File: src/rtl/fcims_pkg.sv
// Shared types and encodings for the inventory transaction controller.
package fcims_pkg;

  typedef enum logic [1:0] {
    ST_IDLE,
    ST_MUL,
    ST_CHECK,
    ST_RESP
  } state_t;

  localparam logic [2:0] RSP_OK       = 3'd0;
  localparam logic [2:0] RSP_NO_STOCK = 3'd1;
  localparam logic [2:0] RSP_NO_FUNDS = 3'd2;
  localparam logic [2:0] RSP_OVERFLOW = 3'd3;
  localparam logic [2:0] RSP_BAD_ITEM = 3'd4;

  localparam logic OP_BUY  = 1'b0;
  localparam logic OP_SELL = 1'b1;

endpackage

File: src/rtl/seq_multiplier.sv
// Shift-add multiplier, one multiplier bit per cycle, LSB first.
// Operands are captured on start. done is high during the last of A_W
// work cycles; product is final from the following cycle on.
module seq_multiplier #(
  parameter int unsigned A_W = 4,
  parameter int unsigned B_W = 4
) (
  input  logic               clk,
  input  logic               reset,
  input  logic               start,
  input  logic [A_W-1:0]     a,
  input  logic [B_W-1:0]     b,
  output logic               done,
  output logic [A_W+B_W-1:0] product
);

  localparam int unsigned P_W    = A_W + B_W;
  localparam int unsigned STEP_W = $clog2(A_W + 1);

  logic [A_W-1:0]    a_sh;
  logic [P_W-1:0]    b_sh;
  logic [STEP_W-1:0] steps;
  logic              busy;

  assign done = busy && (steps == STEP_W'(1));

  // Operand capture and one accumulate/shift step per cycle while busy
  always_ff @(posedge clk) begin
    if (reset) begin
      a_sh    <= '0;
      b_sh    <= '0;
      product <= '0;
      steps   <= '0;
      busy    <= 1'b0;
    end else if (start) begin
      a_sh    <= a;
      b_sh    <= {{A_W{1'b0}}, b};
      product <= '0;
      steps   <= STEP_W'(A_W);
      busy    <= 1'b1;
    end else if (busy) begin
      if (a_sh[0]) product <= product + b_sh;
      a_sh  <= a_sh >> 1;
      b_sh  <= b_sh << 1;
      steps <= steps - STEP_W'(1);
      if (steps == STEP_W'(1)) busy <= 1'b0;
    end
  end

endmodule

File: src/rtl/inventory_txn_ctrl.sv
// Inventory transaction controller: per-item stock counts, a funds register,
// and a buy/sell FSM (IDLE -> MUL -> CHECK -> RESP).
// Optional low-stock mask output is enabled with `FCIMS_LOW_STOCK_EN.
module inventory_txn_ctrl
  import fcims_pkg::*;
#(
  parameter  int unsigned NUM_ITEMS  = 4,
  parameter  int unsigned CNT_W      = 4,
  parameter  int unsigned PRICE_W    = 4,
  parameter  int unsigned TOTAL_W    = 8,
  parameter  int unsigned LOW_THRESH = 2,
  localparam int unsigned IDX_W      = $clog2(NUM_ITEMS)
) (
  input  logic                 clk,
  input  logic                 reset,
  input  logic                 funds_load,
  input  logic [TOTAL_W-1:0]   funds_init,
  input  logic                 txn_valid,
  output logic                 txn_ready,
  input  logic                 txn_op,
  input  logic [IDX_W-1:0]     txn_item,
  input  logic [CNT_W-1:0]     txn_qty,
  input  logic [PRICE_W-1:0]   txn_uprice,
  output logic                 rsp_valid,
  output logic [2:0]           rsp_code,
  output logic [TOTAL_W-1:0]   rsp_price,
  output logic [CNT_W-1:0]     rsp_count,
  output logic [TOTAL_W-1:0]   funds,
  output logic [NUM_ITEMS-1:0] empty_mask
`ifdef FCIMS_LOW_STOCK_EN
  ,
  output logic [NUM_ITEMS-1:0] low_mask
`endif
);

  state_t                state;
  logic                  op_q;
  logic [IDX_W-1:0]      item_q;
  logic [CNT_W-1:0]      qty_q;
  logic [CNT_W-1:0]      counts [NUM_ITEMS];

  logic                  accept;
  logic                  mul_done;
  logic [CNT_W+PRICE_W-1:0] product;

  logic                  bad_item;
  logic [TOTAL_W-1:0]    price;
  logic [CNT_W-1:0]      cur_count;
  logic [CNT_W-1:0]      new_count;
  logic [TOTAL_W-1:0]    new_funds;
  logic [CNT_W:0]        cnt_sum;
  logic [TOTAL_W:0]      funds_sum;
  logic [2:0]            verdict;

  assign txn_ready = (state == ST_IDLE) && !funds_load;
  assign accept    = txn_valid && txn_ready;

  // Multiplier captures qty/uprice straight from the request in the accept cycle
  seq_multiplier #(
    .A_W (CNT_W),
    .B_W (PRICE_W)
  ) u_mul (
    .clk     (clk),
    .reset   (reset),
    .start   (accept),
    .a       (txn_qty),
    .b       (txn_uprice),
    .done    (mul_done),
    .product (product)
  );

  // Verdict and post-commit values for the transaction under check
  always_comb begin
    bad_item  = (32'(item_q) >= NUM_ITEMS);
    price     = TOTAL_W'(product);
    cur_count = bad_item ? '0 : counts[item_q];
    cnt_sum   = {1'b0, cur_count} + {1'b0, qty_q};
    funds_sum = {1'b0, funds} + {1'b0, price};
    new_count = cur_count;
    new_funds = funds;
    if (bad_item) begin
      verdict = RSP_BAD_ITEM;
    end else if (op_q == OP_SELL && qty_q > cur_count) begin
      verdict = RSP_NO_STOCK;
    end else if (op_q == OP_BUY && price > funds) begin
      verdict = RSP_NO_FUNDS;
    end else if (op_q == OP_BUY ? cnt_sum[CNT_W] : funds_sum[TOTAL_W]) begin
      verdict = RSP_OVERFLOW;
    end else begin
      verdict = RSP_OK;
      if (op_q == OP_BUY) begin
        new_count = cnt_sum[CNT_W-1:0];
        new_funds = funds - price;
      end else begin
        new_count = cur_count - qty_q;
        new_funds = funds_sum[TOTAL_W-1:0];
      end
    end
  end

  // Transaction FSM with registered state, response and inventory
  always_ff @(posedge clk) begin
    if (reset) begin
      state      <= ST_IDLE;
      op_q       <= OP_BUY;
      item_q     <= '0;
      qty_q      <= '0;
      funds      <= '0;
      rsp_valid  <= 1'b0;
      rsp_code   <= RSP_OK;
      rsp_price  <= '0;
      rsp_count  <= '0;
      empty_mask <= '1;
`ifdef FCIMS_LOW_STOCK_EN
      low_mask   <= '1;
`endif
      for (int unsigned i = 0; i < NUM_ITEMS; i++) counts[i] <= '0;
    end else begin
      rsp_valid <= 1'b0;
      unique case (state)
        ST_IDLE: begin
          if (funds_load) begin
            funds <= funds_init;
          end else if (accept) begin
            op_q   <= txn_op;
            item_q <= txn_item;
            qty_q  <= txn_qty;
            state  <= ST_MUL;
          end
        end
        ST_MUL: begin
          if (mul_done) state <= ST_CHECK;
        end
        ST_CHECK: begin
          rsp_valid <= 1'b1;
          rsp_code  <= verdict;
          rsp_price <= price;
          rsp_count <= new_count;
          if (verdict == RSP_OK) begin
            counts[item_q]     <= new_count;
            funds              <= new_funds;
            empty_mask[item_q] <= (new_count == '0);
`ifdef FCIMS_LOW_STOCK_EN
            low_mask[item_q]   <= (new_count <= CNT_W'(LOW_THRESH));
`endif
          end
          state <= ST_RESP;
        end
        ST_RESP: state <= ST_IDLE;
        default: state <= ST_IDLE;
      endcase
    end
  end

endmodule

File: config.mk
export PLATFORM = sky130hd
export DESIGN_NAME = inventory_txn_ctrl
export DESIGN_NICKNAME = d
export VERILOG_FILES = /design/src/rtl/fcims_pkg.sv /design/src/rtl/seq_multiplier.sv /design/src/rtl/inventory_txn_ctrl.sv
export SDC_FILE = /design/constraint.sdc
export NUM_CORES = 1
export LEC_CHECK = 0
export ABC_AREA = 1
export CORE_UTILIZATION = 50
export CTS_BUF_LIST = sky130_fd_sc_hd__clkbuf_4 sky130_fd_sc_hd__clkbuf_8
export CTS_CLUSTER_DIAMETER = 100
export DETAILED_ROUTE_END_ITERATION = 16
export PLACE_DENSITY = 0.84
export SYNTH_ARGS = -nofsm -noshare
export SYNTH_HDL_FRONTEND = slang
export SYNTH_SLANG_ARGS = --single-unit
File: constraint.sdc
create_clock -name clk -period 3.66 [get_ports clk]
set_input_delay 0.549 -clock clk [delete_from_list [all_inputs] [get_ports clk]]
set_output_delay 0.549 -clock clk [all_outputs]
set_load 0.02 [all_outputs]
# == After elaboration in Yosys (flattened, before gate mapping) ==
# Memories as Yosys holds them, arrays and structs flattened. A register that Yosys moved wholly into a read port is not among the register bits.
# Index checks and enable logic that the tools add are counted.
# totals
reg_bits,61
word_cells,104
n_memories,1
inputBits,23
mem_bits_rw,16
output_inout_bits,29
# mem_list
name,depth,word_bits,rd,rd_clocked_by_memory_dff,wr,line,rtl
counts,4,4,1,1,4,inventory_txn_ctrl.sv:40,logic [CNT_W-1:0] counts [NUM_ITEMS];
# op_classes
add_sub_neg,6
eq_ne,12
magnitude_cmp,4
mux,43
n_reduce_logical,19
n_bitwise,2
# ops
cell,n
2-to-1 mux 8 bit,6
2-to-1 mux 4 bit,9
2-to-1 mux 2 bit,9
inequality test 2 bit (second input constant),8
one-hot mux 8 bit (2 select lines),1
2-to-1 mux 1 bit,13
adder 8 x 8 -> 9 bit,1
adder 8 bit,1
greater-than comparator 8 bit,1
one-hot mux 2 bit (4 select lines),1
subtractor 8 bit,1
logical AND 1 bit,6
2-to-1 mux 3 bit,2
AND reduction 3 bit,2
AND reduction 6 bit,1
adder 4 x 4 -> 5 bit,1
bitwise mux 4 bit,1
== test 2 bit (second input constant),2
greater-than comparator 4 bit,1
zero test 4 bit,1
AND reduction 2 bit,2
nonzero test 2 bit,2
OR reduction 4 bit,1
subtractor 4 bit,1
other kinds (11),12

# == Longest topological paths before layout ==
# Gate-level depths: netlist of run 1.
# logic_depth
depth_word,12
depth_mapped,18
depth_no_buf,17

# == By module ==
# A second synthesis of run 1 with hierarchy kept.
# hier_totals
cells_unflattened,605
hier_area_um2,4593.2
# by_module_without_submodules
module,area_per_inst_um2,seq_area_each_um2,n_inst,cells_each
inventory_txn_ctrl,3326.9,1241.2,1,434
seq_multiplier,1266.2,480.5,1,171

# == Worst setup path before layout of run 1 ==
# OpenSTA, ideal clock, no wires.
# synth_path
kind,flip-flop to flip-flop
start,register with a tool-made name
end,memory counts[0][0] (enable)
path_stages_with_launch,15
arrival_time_ns,2.465
t_required_ns,3.349
synth_period_minus_slack_ns,2.777
path_buffers,1
path_slack_ns,0.883
setup_time_ns,0.311
cell_sequence,dfxtp_1 -> buf_2 -> inv_1 -> nand2_1 -> a32oi_1 -> inv_1 -> ha_1 -> fa_1 -> nor2_1 -> o21ai_1 -> nand2_1 -> nand2_1 -> nor2_8 -> nand3_2 -> nand2_1
# synth_lines
item,line
to (decl),inventory_txn_ctrl.sv:40

==> results.py, run 1 <==
metrics = {
    "hold_path": {
        "hold_path_class": "flop to flop",
    },
    "critical_path": {
        "crit_top_cell": "nand2_1",
        "end_kind": "flop",
        "cp.arrival_ns": 3.23,
        "worstPathCellList": "inv_1 -> nand2_1 -> a32oi_1 -> inv_1 -> fa_1 -> nor2_1 -> o21ai_1 -> nand2_1 -> nand2_1 -> nor2_8 -> nand3_2 -> nand2_1",
        "worstPathRequired_ns": 3.71,
        "critPathSlowestCell": "fa_1",
        "path_max_fanout": 9,
        "path_class": "flop to flop",
        "start_kind": "flop",
        "critical_path.max_stage_delay_ns": 0.46,
    },
    "cts": {
        "insertion_delay_ns": 0.36,
        "clk_pin_slew_ns": 0.09,
        "clockBufferDepth": 2,
        "holdBufCountCts": 0,
        "clock-sinks": 78,
        "cts_resized": 0,
        "cts_made_buffers": 9,
        "cts_root_buffer": "clkbuf_8",
        "cts_tree": "done",
        "htreeDepth": 3,
        "postCtsSetupRepairBufs": 0,
    },
    "place": {
        "io_buffers": 50,
        "gp_congestion": 0.901,
        "placed_area_mm2": 0.00508,
        "pre_cts_ws_ns": 0.519,
        "dp_hpwl_mm": 8.42,
    },
    "drt": {
        "drt_first_iter_violations": 301,
        "first_pass_iters": 5,
        "wirelength_mm": 11.5,
        "drc": 0,
        "routedWlPerCell_um": 15.6,
        "num_vias": 4107,
        "vias_per_cell": 5.60,
        "ant_nets": 0,
    },
    "synth": {
        "ys_types": 48,
        "netlist_top_cells_count": "nand2_1, dfxtp_1, a21oi_1, inv_1, nor2_1",
        "synth_seq_cells": 78,
        "yosysTopAreaCell": "dfxtp_1",
        "synth_cells": 579,
        "ys.flop_type": "dfxtp_1",
        "synth_edf_count": 16,
        "synth-async-reset-ratio_pct": 0,
        "ys_warn_count": 0,
        "syn_area_mm2": 0.00452,
        "yosysTopAreaCellShare_pct": 27.5,
        "seq_area_frac_synth_pct": 38.1,
        "synthesis.nets": 643,
        "synth.area.top_cells": "dfxtp_1, edfxtp_1, ha_1, nand2_1, a21oi_1",
        "synth_most_common_cell": "nand2_1",
        "synth_area_per_cell_um2": 7.80,
    },
    "die": {
        "die_w_um": 97.0,
        "die_y_um": 97.0,
        "rows": 34,
        "dieArea_mm2": 0.00941,
        "start_util_pct": 51.8,
        "ios": 52,
        "fp.coreArea_mm2": 0.00872,
    },
    "grt": {
        "grt_usage_pct": 24.6,
        "grt_max_degree": 34,
        "grt_first_pass_wirelength_mm": 18.4,
        "antenna_found_initial": 0,
        "grt_pass1_vias": 3790,
        "grt_overflow": 0,
    },
    "sta": {
        "fin_ws_ns": 0.482,
        "tightest_slew_ns": 0.646,
        "final.period_utilization_pct": 86.8,
        "drv_slew": 0,
        "rsz0062_at_grt": "false",
        "post-route-min-period_ns": 3.18,
        "setup_viol": 0,
        "finalHoldViolations": 0,
        "fmax_ghz": 0.315,
        "setup_tns_ns": 0,
        "fin_hold_ws_ns": 0.466,
        "clock_skew_ns": 0.0119,
        "slew_headroom_pct": 56.8,
    },
    "power": {
        "p_per_area_mw_per_mm2": 657,
        "power.leakage_nw": 2.36,
        "ir_drop_mv": 0.351,
        "finalPower_mw": 3.47,
    },
    "outcome": {
        "outcome": "completed",
    },
    "finish": {
        "syn_to_final_growth_pct": 17.0,
        "diodes": 0,
        "fillCellCount": 703,
        "fin_nets": 685,
        "finalInstanceArea_mm2": 0.00528,
        "drive_gt1_share_pct": 7.83,
    },
    "run": {
        "drv_cap": 0,
    },
}
==> cell type report <==
cell class	instances	area, um^2	share of cell area, %
Inverter	63	236	4.48
Timing Repair Buffer	55	538	10.2
Clock inverter	7	80.1	1.52
Clock buffer	9	124	2.35
Multi-Input combinational cell	414	2450	46.3
Sequential cell	78	1720	32.6
Tap cell	108	135	2.56
==> through the flow <==
stage	util, %	std cells
detailed placement	58.2	718
CTS	60.6	734
floorplan	-	579
global route	60.6	734
global placement	58.2	718
finish	60.6	734
==> state kept, by name, indices dropped and copies added, names as in the netlist, named ones only <==
register / cells
counts: 16
rsp_valid: 1
u_mul.b_sh: 8
u_mul.product: 8
rsp_count: 4
op_q: 1
rsp_price: 8
funds: 8
u_mul.steps: 3
item_q: 2
state: 2
rsp_code: 2
qty_q: 4
empty_mask: 4
u_mul.busy: 1
u_mul.a_sh: 4
==> worst paths after layout <==
path | start | to | slack, ns | cells after the start
worst max-delay path | flop | counts[1][3] | 0.48 | 12
worst min-delay path | u_mul.steps[1] | u_mul.steps[1] | 0.47 | 2
worst max register to register | flop | counts[1][3] | 0.48 | 12
worst min register to register | u_mul.steps[1] | u_mul.steps[1] | 0.47 | 2
==> logic make-up after synthesis <==
family                   after synthesis  share of synthesized area, %
AND/OR/NAND/NOR                      226                          22.5
adder cells (fa/ha/maj)               41                          12.2
flip-flops                            78                          38.1
AO/OA/AOI/OAI                        134                          17.0
other                                  1                        0.0830
multiplexers                           1                         0.222
buffers and inverters                 87                          7.70
XOR/XNOR                              11                          2.13
==> placed cells by master, fill, tap and decap left out, types with 2 or more instances in the layout <==
cell,count
nand4_1,7
xor2_1,10
nor2_1,58
or2_2,2
nand3_1,33
a31oi_1,5
dfxtp_1,62
nand3_2,3
clkbuf_8,9
a32oi_1,2
ha_1,36
nor2_8,2
inv_1,58
clkdlybuf4s50_1,50
nand2_1,109
nand3b_1,3
nand2_2,4
o21ai_1,4
o21ai_0,41
o21ai_2,3
o211ai_1,3
edfxtp_1,16
a21oi_2,4
inv_6,2
fa_1,5
buf_4,5
a21oi_1,58
inv_2,4
o22ai_1,5
==> worst max-delay path: cells and delay by family (launching register included) <==
kind                       cells  cell delay [ns]
adders and majority gates      1             0.46
AOI/OAI and AO/OA              2             0.50
and+or+nand+nor                7             1.16
buffers and inverters          2             0.39
DFF                            1             0.38
==> where the power goes <==
group          total (mW)  internal (mW)  leakage (nW)  switching [mW]
clock network       0.674          0.324         0.102           0.349
registers            1.17           1.03         0.672           0.136
logic                1.62          0.596          1.58            1.03
total                3.47           1.95          2.36            1.51
==> layer usage <==
metal | global-route usage [%] | wire, um | up-vias
li1 | - | - | 2014
met1 | 33.0 | 5060 | 1902
met2 | 38.8 | 5370 | 162
met3 | 3.97 | 723 | 29
met4 | 11.5 | 306 | 0
met5 | 0 | 0 | -
No activity file was read; power rests on OpenSTA's default activity.
==> run 2, diff against run 1 <==
- GPL_TIMING_DRIVEN: default -> 0
==> results.py, run 2 (synthesized netlist as in run 1, its figures left out) <==
metrics = {
    "outcome": {
        "outcome": "completed",
    },
    "sta": {
        "fin_hold_ws_ns": 0.468,
        "setup_tns_ns": 0,
        "drv_slew": 0,
        "setup_viol": 0,
        "fmax_ghz": 0.301,
        "post-route-min-period_ns": 3.33,
        "rsz0062_at_grt": "false",
        "tightest_slew_ns": 0.621,
        "slew_headroom_pct": 58.6,
        "final.period_utilization_pct": 90.9,
        "clock_skew_ns": 0.0183,
        "finalHoldViolations": 0,
        "fin_ws_ns": 0.335,
    },
    "grt": {
        "grt_usage_pct": 26.4,
        "grt_overflow": 0,
        "grt_max_degree": 15,
        "antenna_found_initial": 0,
        "grt_pass1_vias": 4161,
        "grt_first_pass_wirelength_mm": 20.0,
    },
    "drt": {
        "wirelength_mm": 11.9,
        "top_layer_used": "met4",
        "drc": 0,
        "ant_nets": 0,
        "first_pass_iters": 5,
        "drt_first_iter_violations": 260,
        "met1_length_mm": 5.38,
        "vias_per_cell": 5.52,
        "routedWlPerCell_um": 15.8,
        "wl_met2_mm": 5.57,
        "wl_met3_um": 734,
        "num_vias": 4160,
    },
    "finish": {
        "syn_to_final_growth_pct": 19.4,
        "mostFrequentLayoutCell": "nand2_1",
        "drive_gt1_share_pct": 8.06,
        "diodes": 0,
        "mostFrequentLayoutCells": "nand2_1, dfxtp_1, inv_1, a21oi_1, nor2_1",
        "fin_nets": 704,
        "top_register": "counts",
        "largest_register_ffs": 16,
    },
    "critical_path": {
        "worstPathCellList": "buf_2 -> inv_1 -> nand2_1 -> a32oi_2 -> inv_1 -> ha_1 -> fa_1 -> nor2_1 -> o21ai_1 -> nand2_1 -> nand2_1 -> nor2_8 -> nand3_2 -> nand2_1",
        "worstPathRequired_ns": 3.70,
        "path_class": "flop to flop",
        "reg2reg_setup_slack_ns": 0.33,
        "cp.buffers_inverters": 3,
        "crit_top_cell": "nand2_1",
        "critical_path.max_stage_delay_ns": 0.39,
        "cpLargestDelayFamily": "simple AND/OR/NAND/NOR gates",
        "start_kind": "flop",
        "path_max_fanout": 9,
        "cp.arrival_ns": 3.37,
        "critPathSlowestCell": "fa_1",
        "end_kind": "flop",
    },
    "power": {
        "comb_power_share_pct": 47.2,
        "power.leakage_nw": 2.39,
        "switching_share_pct": 42.4,
        "ir_drop_mv": 0.294,
        "switchingPower_mw": 1.52,
        "internal_power_mw": 2.07,
        "p_clk_share_pct": 20.8,
        "p_per_area_mw_per_mm2": 665,
        "p_seq_share_pct": 32.0,
    },
    "die": {
        "start_util_pct": 51.8,
        "dieArea_mm2": 0.00941,
        "rows": 34,
        "die_w_um": 97.0,
        "ios": 52,
        "die_y_um": 97.0,
        "fp.coreArea_mm2": 0.00872,
    },
    "cts": {
        "holdBufCountCts": 0,
        "insertion_delay_ns": 0.36,
        "cts_tree": "done",
        "clock-sinks": 78,
        "cts_root_buffer": "clkbuf_8",
        "clockBufferDepth": 2,
        "cts_made_buffers": 9,
        "htreeDepth": 3,
        "clk_pin_slew_ns": 0.09,
    },
    "place": {
        "pre_cts_ws_ns": 0.268,
        "io_buffers": 50,
        "gp_congestion": 0.952,
        "dp_hpwl_mm": 8.98,
    },
    "run": {
        "drv_cap": 0,
    },
    "hold_path": {
        "hold_path_class": "flop to flop",
        "worstHoldStart": "rsp_code[1]",
    },
}
[run 2: cell types whose count changed in the layout (fill, tap and decap cells not counted), sizes merged]
cell    delta
buf        +3
bufinv     +1
clkbuf    +18
clkinv     -1
inv        -2
[run 2: through the flow]
stage	area, um^2	power, mW	utilization [%]	instances
floorplan	4520	2.29	-	579
global placement	5150	2.77	59.1	737
detailed placement	5150	2.82	59.1	737
CTS	5380	3.56	61.7	753
global route	5390	3.81	61.8	753
finish	5390	3.59	61.8	753
[run 2: power groups by stage]
stage          Combinational, mW  Sequential (mW)  Clock (mW)
6_report                    1.69             1.15       0.747
5_1_grt                     1.86             1.17       0.786
4_1_cts                     1.66             1.15       0.745
3_5_place_dp                1.65             1.17           0
3_3_place_gp                1.61             1.16           0
2_1_floorplan               1.04             1.25           0
[run 2: worst register-to-register path, stage by stage, from the launching register on]
cell and delay, ns:
dfxtp_1 0.32, buf_2 0.16, inv_1 0.18, nand2_1 0.10
a32oi_2 0.30, inv_1 0.09, ha_1 0.22, fa_1 0.39
nor2_1 0.13, o21ai_1 0.07, nand2_1 0.21, nand2_1 0.23
nor2_8 0.19, nand3_2 0.17, nand2_1 0.27
[run 2: final timing paths]
path              cells after the start           end
hold reg to reg                       2   rsp_code[1]
setup / recovery                     14  counts[1][0]
setup reg to reg                     14  counts[1][0]
hold / removal                        2   rsp_code[1]
[run 2: timing repair]
item                                    in CTS  in global routing
setup buffers                                0                  0
endpoints found under the setup margin       0                 14
resized for setup                            0                  2
[run 2: final cells by class]
class	count	area [um^2]
Buffer	24	111
Inverter	63	236
Clock inverter	5	81.3
Fill cell	735	3330
Tap cell	108	135
Timing Repair Buffer	50	500
Multi-Input combinational cell	414	2460
Sequential cell	78	1720
Clock buffer	11	145
[run 2: metal layers]
layer  track usage [%]  up-vias
li1                  -     2051
met4              8.15        0
met5                 0        -
met2              43.5      150
met1              34.9     1936
met3              4.99       23
